File: src/rtl/uart_pkg.sv
// uart_pkg: shared types and constants for the UART receive path.
//   rx_state_t : receiver FSM states
//   OVERSAMPLE : oversample ticks per bit
//   SAMPLE_LO/MID/HI : sample points used for the majority-vote bit decision
//   majority3  : 2-of-3 vote helper
package uart_pkg;

    typedef enum logic [2:0] {
        IDLE,
        START,
        DATA,
        PARITY,
        STOP
    } rx_state_t;

    localparam int OVERSAMPLE = 16;
    localparam int SAMPLE_LO  = 7;
    localparam int SAMPLE_MID = 8;
    localparam int SAMPLE_HI  = 9;

    function automatic logic majority3(input logic a, input logic b, input logic c);
        return (a & b) | (a & c) | (b & c);
    endfunction

endpackage

File: src/rtl/uart_receiver_if.sv
// uart_receiver_if: serial input, run-time configuration and received-data outputs of
// the UART receiver.
//   divisor       : sys_clk cycles per oversample tick (0 behaves as 1)
//   uart_rx       : serial line, idle high
//   rx_data       : last received payload
//   rx_done       : one-cycle pulse, rx_data and error flags valid
//   rx_frame_err  : stop bit was sampled 0
//   rx_busy       : frame reception in progress
//   parity_odd    : (UART_RX_PARITY_EN) 1 = odd parity, 0 = even
//   rx_parity_err : (UART_RX_PARITY_EN) received parity bit mismatch
// master = receiver side, slave = the block feeding/consuming it.
interface uart_receiver_if #(
    parameter int DATA_BITS = 8,
    parameter int DIV_W     = 16
);
    logic [DIV_W-1:0]     divisor;
    logic                 uart_rx;
    logic [DATA_BITS-1:0] rx_data;
    logic                 rx_done;
    logic                 rx_frame_err;
    logic                 rx_busy;
`ifdef UART_RX_PARITY_EN
    logic                 parity_odd;
    logic                 rx_parity_err;
`endif

    modport master (
        input  divisor, uart_rx,
`ifdef UART_RX_PARITY_EN
        input  parity_odd,
        output rx_parity_err,
`endif
        output rx_data, rx_done, rx_frame_err, rx_busy
    );

    modport slave (
        output divisor, uart_rx,
`ifdef UART_RX_PARITY_EN
        output parity_odd,
        input  rx_parity_err,
`endif
        input  rx_data, rx_done, rx_frame_err, rx_busy
    );

endinterface

File: src/rtl/uart_baud_tick.sv
// uart_baud_tick: oversample tick generator shared by the UART transmit and receive paths.
//   clk, rst_n : clock, synchronous active-low reset
//   restart    : reload from divisor now (latches divisor for the coming frame)
//   divisor    : clk cycles per tick, 0 treated as 1
//   tick       : one-cycle pulse every divisor cycles after restart
module uart_baud_tick #(
    parameter int DIV_W = 16
) (
    input  logic             clk,
    input  logic             rst_n,
    input  logic             restart,
    input  logic [DIV_W-1:0] divisor,
    output logic             tick
);

    logic [DIV_W-1:0] div_q;
    logic [DIV_W-1:0] cnt;
    logic [DIV_W-1:0] div_eff;

    assign div_eff = (divisor == '0) ? DIV_W'(1) : divisor;

    // div_q holds the divisor captured at restart so mid-frame changes are ignored.
    always_ff @(posedge clk) begin
        if (!rst_n) begin
            div_q <= DIV_W'(1);
            cnt   <= '0;
        end else if (restart) begin
            div_q <= div_eff;
            cnt   <= div_eff - DIV_W'(1);
        end else if (cnt == '0) begin
            cnt   <= div_q - DIV_W'(1);
        end else begin
            cnt   <= cnt - DIV_W'(1);
        end
    end

    assign tick = (cnt == '0) && !restart;

endmodule

File: src/rtl/uart_receiver.sv
// uart_receiver: 16x-oversampling UART receiver for start + DATA_BITS (+ parity) + stop
// frames, LSB first.
//   sys_clk   : system clock, rising edge
//   sys_rst_n : synchronous active-low reset
//   bus       : uart_receiver_if.master (divisor, uart_rx in; rx_data, rx_done,
//               rx_frame_err, rx_busy out; parity_odd / rx_parity_err with parity)
// Build option: define UART_RX_PARITY_EN to add a parity bit between data and stop.
module uart_receiver #(
    parameter int DATA_BITS = 8,
    parameter int DIV_W     = 16
) (
    input  logic          sys_clk,
    input  logic          sys_rst_n,
    uart_receiver_if.master bus
);
    import uart_pkg::*;

    localparam int IDX_W  = $clog2(DATA_BITS);
    localparam int SCNT_W = $clog2(OVERSAMPLE);

    rx_state_t            state;
    logic                 rx_meta, rxs;
    logic [SCNT_W-1:0]    scnt;
    logic [IDX_W-1:0]     bidx;
    logic [DATA_BITS-1:0] shreg;
    logic                 s_lo, s_mid;
    logic                 tick, start_det, decision;
    logic [DATA_BITS-1:0] rx_data_q;
    logic                 rx_done_q, rx_frame_err_q, rx_busy_q;
`ifdef UART_RX_PARITY_EN
    logic                 par_err_pend, rx_parity_err_q;
`endif

    // Two-flop synchroniser, resets to the idle (high) line level.
    always_ff @(posedge sys_clk) begin
        if (!sys_rst_n) begin
            rx_meta <= 1'b1;
            rxs     <= 1'b1;
        end else begin
            rx_meta <= bus.uart_rx;
            rxs     <= rx_meta;
        end
    end

    assign start_det = (state == IDLE) && !rxs;

    uart_baud_tick #(.DIV_W(DIV_W)) u_tick (
        .clk     (sys_clk),
        .rst_n   (sys_rst_n),
        .restart (start_det),
        .divisor (bus.divisor),
        .tick    (tick)
    );

    // Third vote is the live level at the SAMPLE_HI tick.
    assign decision = majority3(s_lo, s_mid, rxs);

    always_ff @(posedge sys_clk) begin
        if (!sys_rst_n) begin
            state          <= IDLE;
            scnt           <= '0;
            bidx           <= '0;
            shreg          <= '0;
            s_lo           <= 1'b1;
            s_mid          <= 1'b1;
            rx_data_q      <= '0;
            rx_done_q      <= 1'b0;
            rx_frame_err_q <= 1'b0;
            rx_busy_q      <= 1'b0;
`ifdef UART_RX_PARITY_EN
            par_err_pend    <= 1'b0;
            rx_parity_err_q <= 1'b0;
`endif
        end else begin
            rx_done_q <= 1'b0;
            if (state == IDLE) begin
                if (!rxs) begin
                    state     <= START;
                    rx_busy_q <= 1'b1;
                    scnt      <= '0;
                    bidx      <= '0;
                end
            end else if (tick) begin
                scnt <= scnt + SCNT_W'(1);   // wraps every bit
                if (scnt == SCNT_W'(SAMPLE_LO))  s_lo  <= rxs;
                if (scnt == SCNT_W'(SAMPLE_MID)) s_mid <= rxs;
                if (scnt == SCNT_W'(SAMPLE_HI)) begin
                    case (state)
                        START: begin
                            if (decision) begin
                                state     <= IDLE;   // false start
                                rx_busy_q <= 1'b0;
                            end else begin
                                state <= DATA;
                            end
                        end
                        DATA: begin
                            shreg <= {decision, shreg[DATA_BITS-1:1]};
                            if (bidx == IDX_W'(DATA_BITS-1)) begin
`ifdef UART_RX_PARITY_EN
                                state <= PARITY;
`else
                                state <= STOP;
`endif
                            end else begin
                                bidx <= bidx + IDX_W'(1);
                            end
                        end
`ifdef UART_RX_PARITY_EN
                        PARITY: begin
                            // expected bit = ^data for even, ~^data for odd
                            par_err_pend <= decision ^ (^shreg) ^ bus.parity_odd;
                            state        <= STOP;
                        end
`endif
                        STOP: begin
                            // Leave at mid-stop so a following start edge is seen at once.
                            rx_data_q      <= shreg;
                            rx_frame_err_q <= ~decision;
                            rx_done_q      <= 1'b1;
                            rx_busy_q      <= 1'b0;
`ifdef UART_RX_PARITY_EN
                            rx_parity_err_q <= par_err_pend;
`endif
                            state          <= IDLE;
                        end
                        default: begin
                            state     <= IDLE;
                            rx_busy_q <= 1'b0;
                        end
                    endcase
                end
            end
        end
    end

    assign bus.rx_data      = rx_data_q;
    assign bus.rx_done      = rx_done_q;
    assign bus.rx_frame_err = rx_frame_err_q;
    assign bus.rx_busy      = rx_busy_q;
`ifdef UART_RX_PARITY_EN
    assign bus.rx_parity_err = rx_parity_err_q;
`endif

endmodule
File: src/flat_wrapper.sv
// flat-port wrapper written by rule: the top's interface ports become plain ports
module uart_receiver_flat import uart_pkg::*;
#(
    parameter int DATA_BITS = 8,
    parameter int DIV_W     = 16
)
  (sys_clk, sys_rst_n, bus_divisor, bus_uart_rx, bus_rx_data, bus_rx_done, bus_rx_frame_err, bus_rx_busy);
  uart_receiver_if #(.DATA_BITS(DATA_BITS), .DIV_W(DIV_W)) bus_i ();
  input  logic sys_clk;
  input  logic sys_rst_n;
  input wire logic [$bits(bus_i.divisor)-1:0] bus_divisor;
  input wire logic [$bits(bus_i.uart_rx)-1:0] bus_uart_rx;
  output wire logic [$bits(bus_i.rx_data)-1:0] bus_rx_data;
  output wire logic [$bits(bus_i.rx_done)-1:0] bus_rx_done;
  output wire logic [$bits(bus_i.rx_frame_err)-1:0] bus_rx_frame_err;
  output wire logic [$bits(bus_i.rx_busy)-1:0] bus_rx_busy;
  assign bus_i.divisor = bus_divisor;
  assign bus_i.uart_rx = bus_uart_rx;
  assign bus_rx_data = bus_i.rx_data;
  assign bus_rx_done = bus_i.rx_done;
  assign bus_rx_frame_err = bus_i.rx_frame_err;
  assign bus_rx_busy = bus_i.rx_busy;
  uart_receiver #(.DATA_BITS(DATA_BITS), .DIV_W(DIV_W)) u_core (.sys_clk(sys_clk), .sys_rst_n(sys_rst_n), .bus(bus_i));
endmodule
File: config.mk
export PLATFORM = sky130hd
export DESIGN_NAME = uart_receiver_flat
export DESIGN_NICKNAME = d
export VERILOG_FILES = /design/src/rtl/uart_pkg.sv /design/src/rtl/uart_receiver_if.sv /design/src/rtl/uart_baud_tick.sv /design/src/rtl/uart_receiver.sv /design/src/flat_wrapper.sv
export SDC_FILE = /design/constraint.sdc
export NUM_CORES = 1
export LEC_CHECK = 0
export CAP_MARGIN = 20
export CORE_UTILIZATION = 43
export CTS_CLUSTER_SIZE = 16
export DETAILED_ROUTE_END_ITERATION = 16
export PLACE_DENSITY = 0.74
export SLEW_MARGIN = 20
export SYNTH_ARGS = -nofsm -noshare
export SYNTH_HDL_FRONTEND = slang
export SYNTH_SLANG_ARGS = --single-unit
File: constraint.sdc
create_clock -name sys_clk -period 3.2 [get_ports sys_clk]
set_clock_uncertainty 0.2 [all_clocks]
set_input_delay 0.8 -clock sys_clk [delete_from_list [all_inputs] [get_ports sys_clk]]
set_output_delay 0.8 -clock sys_clk [all_outputs]
set_load 0.01 [all_outputs]
==> run summary <==
Mapped Area: 2980 µm²
Worst Path Arrival: 3.07 ns
Sequential-to-total area share from yosys stat: 0.437
DRC errors left: 0
Net Count, Synth: 374
Worst endpoint required time: 3.27 ns
Max Slew Vio Count: 0
CTS tree: yes
Finished Cell Area: 3570 µm²
Multi-input logic area: 1570 µm²
Via count: 2618
RSZ-0062 raised after global routing: no
CP max stage delay: 0.71 ns
Slowest cell on the critical path: or4_4
Postcts setup bufs: 0
Count of input and output buffers: 29
GRT Overall Usage: 0.200
Placed inst area: 3410 µm²
GRT Residual Overflow: 0
Cts hold-fix bufs: 0
Vias in the first global route: 2539
Adder-cell share of the synthesized area: 0.0286
WL/cell: 14.3 µm
Core Region: 6530 µm²
Leak: 0.00144 µW
Number of hold violations in the final report: 0
Synth-to-Final Area Change: 19.8%
CTS buffer count: 9
Storage cell area: 1300 µm²
Dominant cell type by area after synthesis: dfxtp_1
Vias per cell: 5.61
Maximum VDD drop: 0.345 mV
Clock buffer depth: 2
Estimated wirelength of the detail-placed design: 4950 µm
Mapped Cells: 349
Syn. warnings: 0
Final core occ: 0.546
DR iter-0 viols: 144
Critical-path cell list: or4_4 > nand2_1 > o211ai_2 > or4_1 > nor4_1 > buf_4 > mux2i_1
Fillers: 607
Flops & latches, synth: 65
Synth unique cells: 45
Crit path max-delay family: simple AND/OR/NAND/NOR gates
Root Driver: clkbuf_8
Nets: 410
Worst-path clk slew: 0.07 ns
RD Place Congestion: 0.844
Endpoint type of the worst setup path: register
Number of diodes: 0
Most frequent cells in the layout: dfxtp_1, nand2_1, a21oi_1
First-pass GRT wire length: 11500 µm
Commonest non-fill, non-tap cell in the layout: dfxtp_1
Synth area leaders: dfxtp_1, nand2_1, mux2i_1
Initial antenna violation count: 0
Top_reg_cell synth: dfxtp_1
Chip height: 85.2 µm
Die Area: 7260 µm²
H-tree levels: 3
Measured slew at the worst slew-check pin: 0.732 ns
Final period util: 0.939
Buf+Inv Stages, Crit Path: 1
Worst Hold Class: register to register
Post-synth EDFFs: 0
Status: finished clean
Simple-gate share of the synthesized area: 0.245
Layout cells sized above 1: 0.105
PD cells: 665 nW/µm²
TritonRoute pass-1 iters: 4
Largest net degree at the start of global routing: 28
Highest Clock Rate: 0.333 GHz
Final wirelength: 6660 µm
Starting density of the core: 0.456
Final ANT Viol Nets: 0
CTS resizes: 0
Syn_area_per_cell: 8.53 µm²
Overall power: 2370 µW
Largest family of logic cells by synthesized area: simple AND/OR/NAND/NOR gates
Post-Route Setup TNS: 0 ns
Async SR Flop Fraction: 0
Mux cell area share after synthesis: 0.0706
Worst-path fanout max: 27
Die width: 85.2 µm
Skew-Pair Late Insertion Delay: 0.34 ns
Max cap viols: 0
Element type at the critical path start: register
Top cell type's share of synthesized area: 0.437
Xor and xnor fraction of the mapped netlist area: 0.0118
Synth Area in Compound Gates: 0.168
Final setup viols: 0
Relative slew slack: 0.508
Critical path class: register to register
Num ports: 30
Row cnt: 29
Sink Count: 65
Min Tclk post-route: 3.01 ns
[per-layer routing]
metal,part of all wire,global-route usage
met1,0.47,0.264
met2,0.47,0.319
met3,0.047,0.0428
met4,0.015,0.0832
met5,0,0
[cell families after synthesis]
logic type      count (synthesis)
simple gates                  150
compound gates                 78
flops                          65
buf+inv                        24
mux                            21
fa+ha+maj                       7
xor+xnor                        4
[synth_stat cells, types with 4 or more instances]
master / instances
dfxtp_1: 65
o21ai_0: 10
nor3_1: 6
mux2i_1: 21
nor2_1: 33
o21ai_1: 7
nand2b_1: 6
nand2_1: 58
inv_1: 4
o211a_1: 4
a21oi_1: 35
clkbuf_1: 14
o211ai_1: 6
nand3_1: 8
ha_1: 6
or4_1: 4
nor4_1: 12
[state kept, by name, summed over array words and instances, names as in the netlist, 3 cells and up]
name                 cells
u_core.scnt              4
u_core.u_tick.cnt       16
u_core.shreg             8
u_core.u_tick.div_q     16
u_core.bidx              3
u_core.bus.rx_data       8
u_core.state             3
[stage by stage]
step	cells	hold WS, ns	setup WS, ns
6_report	467	0.214	0.194
5_1_grt	467	0.241	0.0311
4_1_cts	467	0.216	0.200
3_5_place_dp	451	0.200	-0.0325
3_3_place_gp	451	0.189	0.0583
2_1_floorplan	349	0.186	0.173
[report_power, final]
| group | internal (µW) | switching [µW] | total (µW) |
|---|---|---|---|
| registers | 904 | 66.6 | 970 |
| clock network | 275 | 307 | 582 |
| logic | 346 | 476 | 822 |
| total | 1520 | 850 | 2370 |
[worst paths after layout]
| path | startpoint | end | slack (ns) | depth (start not counted) |
|---|---|---|---|---|
| max | u_core.state[0] | u_core.u_tick.cnt[15] | 0.19 | 7 |
| min | u_core.rx_meta | u_core.rxs | 0.21 | 1 |
| max reg2reg | u_core.state[0] | u_core.u_tick.cnt[15] | 0.19 | 7 |
| min reg2reg | u_core.rx_meta | u_core.rxs | 0.21 | 1 |
[area by class of cell]
class	count	share of cell area
multi-input cells	260	0.440
flip-flops and latches	65	0.365
repair buffers	45	0.119
clock buffers	10	0.0358
well taps	77	0.0270
clock inverters	6	0.00982
inverters	4	0.00421
Power figures use the tool's default switching activity.
==> variant (same flow settings) <==
`DATA_BITS` is set to 8 in 3 places; all go to 4.
--- a/src/rtl/uart_receiver_if.sv
+++ b/src/rtl/uart_receiver_if.sv
@@ -10,7 +10,7 @@
 //   rx_parity_err : (UART_RX_PARITY_EN) received parity bit mismatch
 // master = receiver side, slave = the block feeding/consuming it.
 interface uart_receiver_if #(
-    parameter int DATA_BITS = 8,
+    parameter int DATA_BITS = 4,
     parameter int DIV_W     = 16
 );
     logic [DIV_W-1:0]     divisor;
--- a/src/rtl/uart_receiver.sv
+++ b/src/rtl/uart_receiver.sv
@@ -6,7 +6,7 @@
 //               rx_frame_err, rx_busy out; parity_odd / rx_parity_err with parity)
 // Build option: define UART_RX_PARITY_EN to add a parity bit between data and stop.
 module uart_receiver #(
-    parameter int DATA_BITS = 8,
+    parameter int DATA_BITS = 4,
     parameter int DIV_W     = 16
 ) (
     input  logic          sys_clk,
--- a/src/flat_wrapper.sv
+++ b/src/flat_wrapper.sv
@@ -1,7 +1,7 @@
 // flat-port wrapper written by rule: the top's interface ports become plain ports
 module uart_receiver_flat import uart_pkg::*;
 #(
-    parameter int DATA_BITS = 8,
+    parameter int DATA_BITS = 4,
     parameter int DIV_W     = 16
 )
   (sys_clk, sys_rst_n, bus_divisor, bus_uart_rx, bus_rx_data, bus_rx_done, bus_rx_frame_err, bus_rx_busy);
Ports: changed (resized bus_rx_data); port bits go from 30 to 26. The function was not compared with the original's and may differ.
==> variant against the unedited design <==
Synthesized cell count shrank 3.7%; sequential cell count shrank 9; largest cell class unchanged; wire length is 0.78% higher; worst setup slack improved by 0.024 ns; design area decreased by 5.7%; first-iteration DRC count up 29%; total power up 1.1%; area after synthesis shrank 5.0%.
==> variant: results (changes against the unedited design) <==
dpl hpwl 4810 um (-2.8%); worst endpoint data arrival time 3.03 ns (-0.04 ns); hold endpoint u_core.rxs; Worst-Skew Late Latency 0.31 ns (-0.03 ns); Leak 1.25 nW (-13%); share of cells above drive strength 1 13.3% (+2.8 points); DRT met1 WL 3080 um (-1.4%); H-tree depth 2 (-1); first-pass GRT wire length 11100 um (-3.1%); met3 wire len 425 um (+37%); hold slack final 0.226 ns (+0.0121 ns); Setup Fix Bufs, Post-CTS 0 (unchanged); Layout Nets 398 (-2.9%); status finished, final reports clean; RD Place Congestion 0.857 (+1.5%); Slew headroom 60.6% (+9.8 points); vias in the first global route 2397 (-5.6%); Max VDD drop 0.370 mV (+7.2%); GR Util met1 26.1% (-0.26 points); PortBufs 25 (-14%); Reg clk slew, reported paths 0.10 ns (+0.03 ns); mux contribution to synthesized area 7.91% (+0.85 points); crit path to u_core.u_tick.cnt[14]; CTS Buf Count 5 (-4); power in the clock group 400 uW (-31%); Mean Syn Cell Area 8.42 sq um (-1.3%); maximum number of pins on one net before global-route repair 36 (+29%); Comb pwr share 47.3% (+13 points); register area share after synthesis 39.6% (-4.1 points); XOR/XNOR Fraction of Synth Area 1.55% (+0.37 points); setup slack, reg-to-reg 0.22 ns (+0.02 ns); FF-to-FF End u_core.u_tick.cnt[14]; DP Area 3270 sq um (-3.9%); Max FO, Critical Path 22 (-19%); routed len/inst 14.8 um (+4.1%); Vias 2631 (+0.50%); Finished Layout Cells 452 (-3.2%); Synth Area in Compound Gates 18.0% (+1.1 points); Post-synth top cells dfxtp_1 (56), nand2_1 (39), nor2_1 (39), a21oi_1 (31), mux2i_1 (19); Placed Cells 444 (-1.6%); met2 usage 32.8% (+0.90 points); detailed router's first-iteration violation count 186 (+29%); GRT Total Usage 19.4% (-0.67 points); Pre-antenna DRT Iters 6 (+2); synth top area cells dfxtp_1 (40%), mux2i_1 (6.7%), a21oi_1 (5.5%); met2 routed wirelength 3170 um (+1.4%); worst r2r path cells 9 (+2); post-synthesis net count 360 (-3.7%); Synth cell types 55 (+22%)
==> variant: through the flow <==
| step | utilization (%) | power [mW] | setup slack (ns) |
|---|---|---|---|
| global route | 53.0 | 2.55 | 0.0601 |
| global placement | 51.5 | 1.97 | -0.0159 |
| finish | 53.0 | 2.40 | 0.218 |
| floorplan | - | 1.69 | 0.000792 |
| detailed placement | 51.5 | 1.99 | -0.0512 |
| CTS | 53.0 | 2.39 | 0.217 |
==> variant: layout make-up <==
type	count	area [sq um]
repair buffers	52	453
well taps	77	96.3
inverters	5	18.8
fillers	598	2990
clock buffers	5	68.8
clock inverters	3	22.5
multi-input cells	254	1580
flip-flops and latches	56	1120
==> variant: critical path, stage by stage, from the launching register on <==
cell and delay [ns]:
dfxtp_1 0.43, or4_4 0.69, nor2_4 0.17, nand2_1 0.08, nand2_1 0.07, ha_1 0.23, inv_1 0.08, or2_2 0.31
or4_1 0.51, a21oi_1 0.14
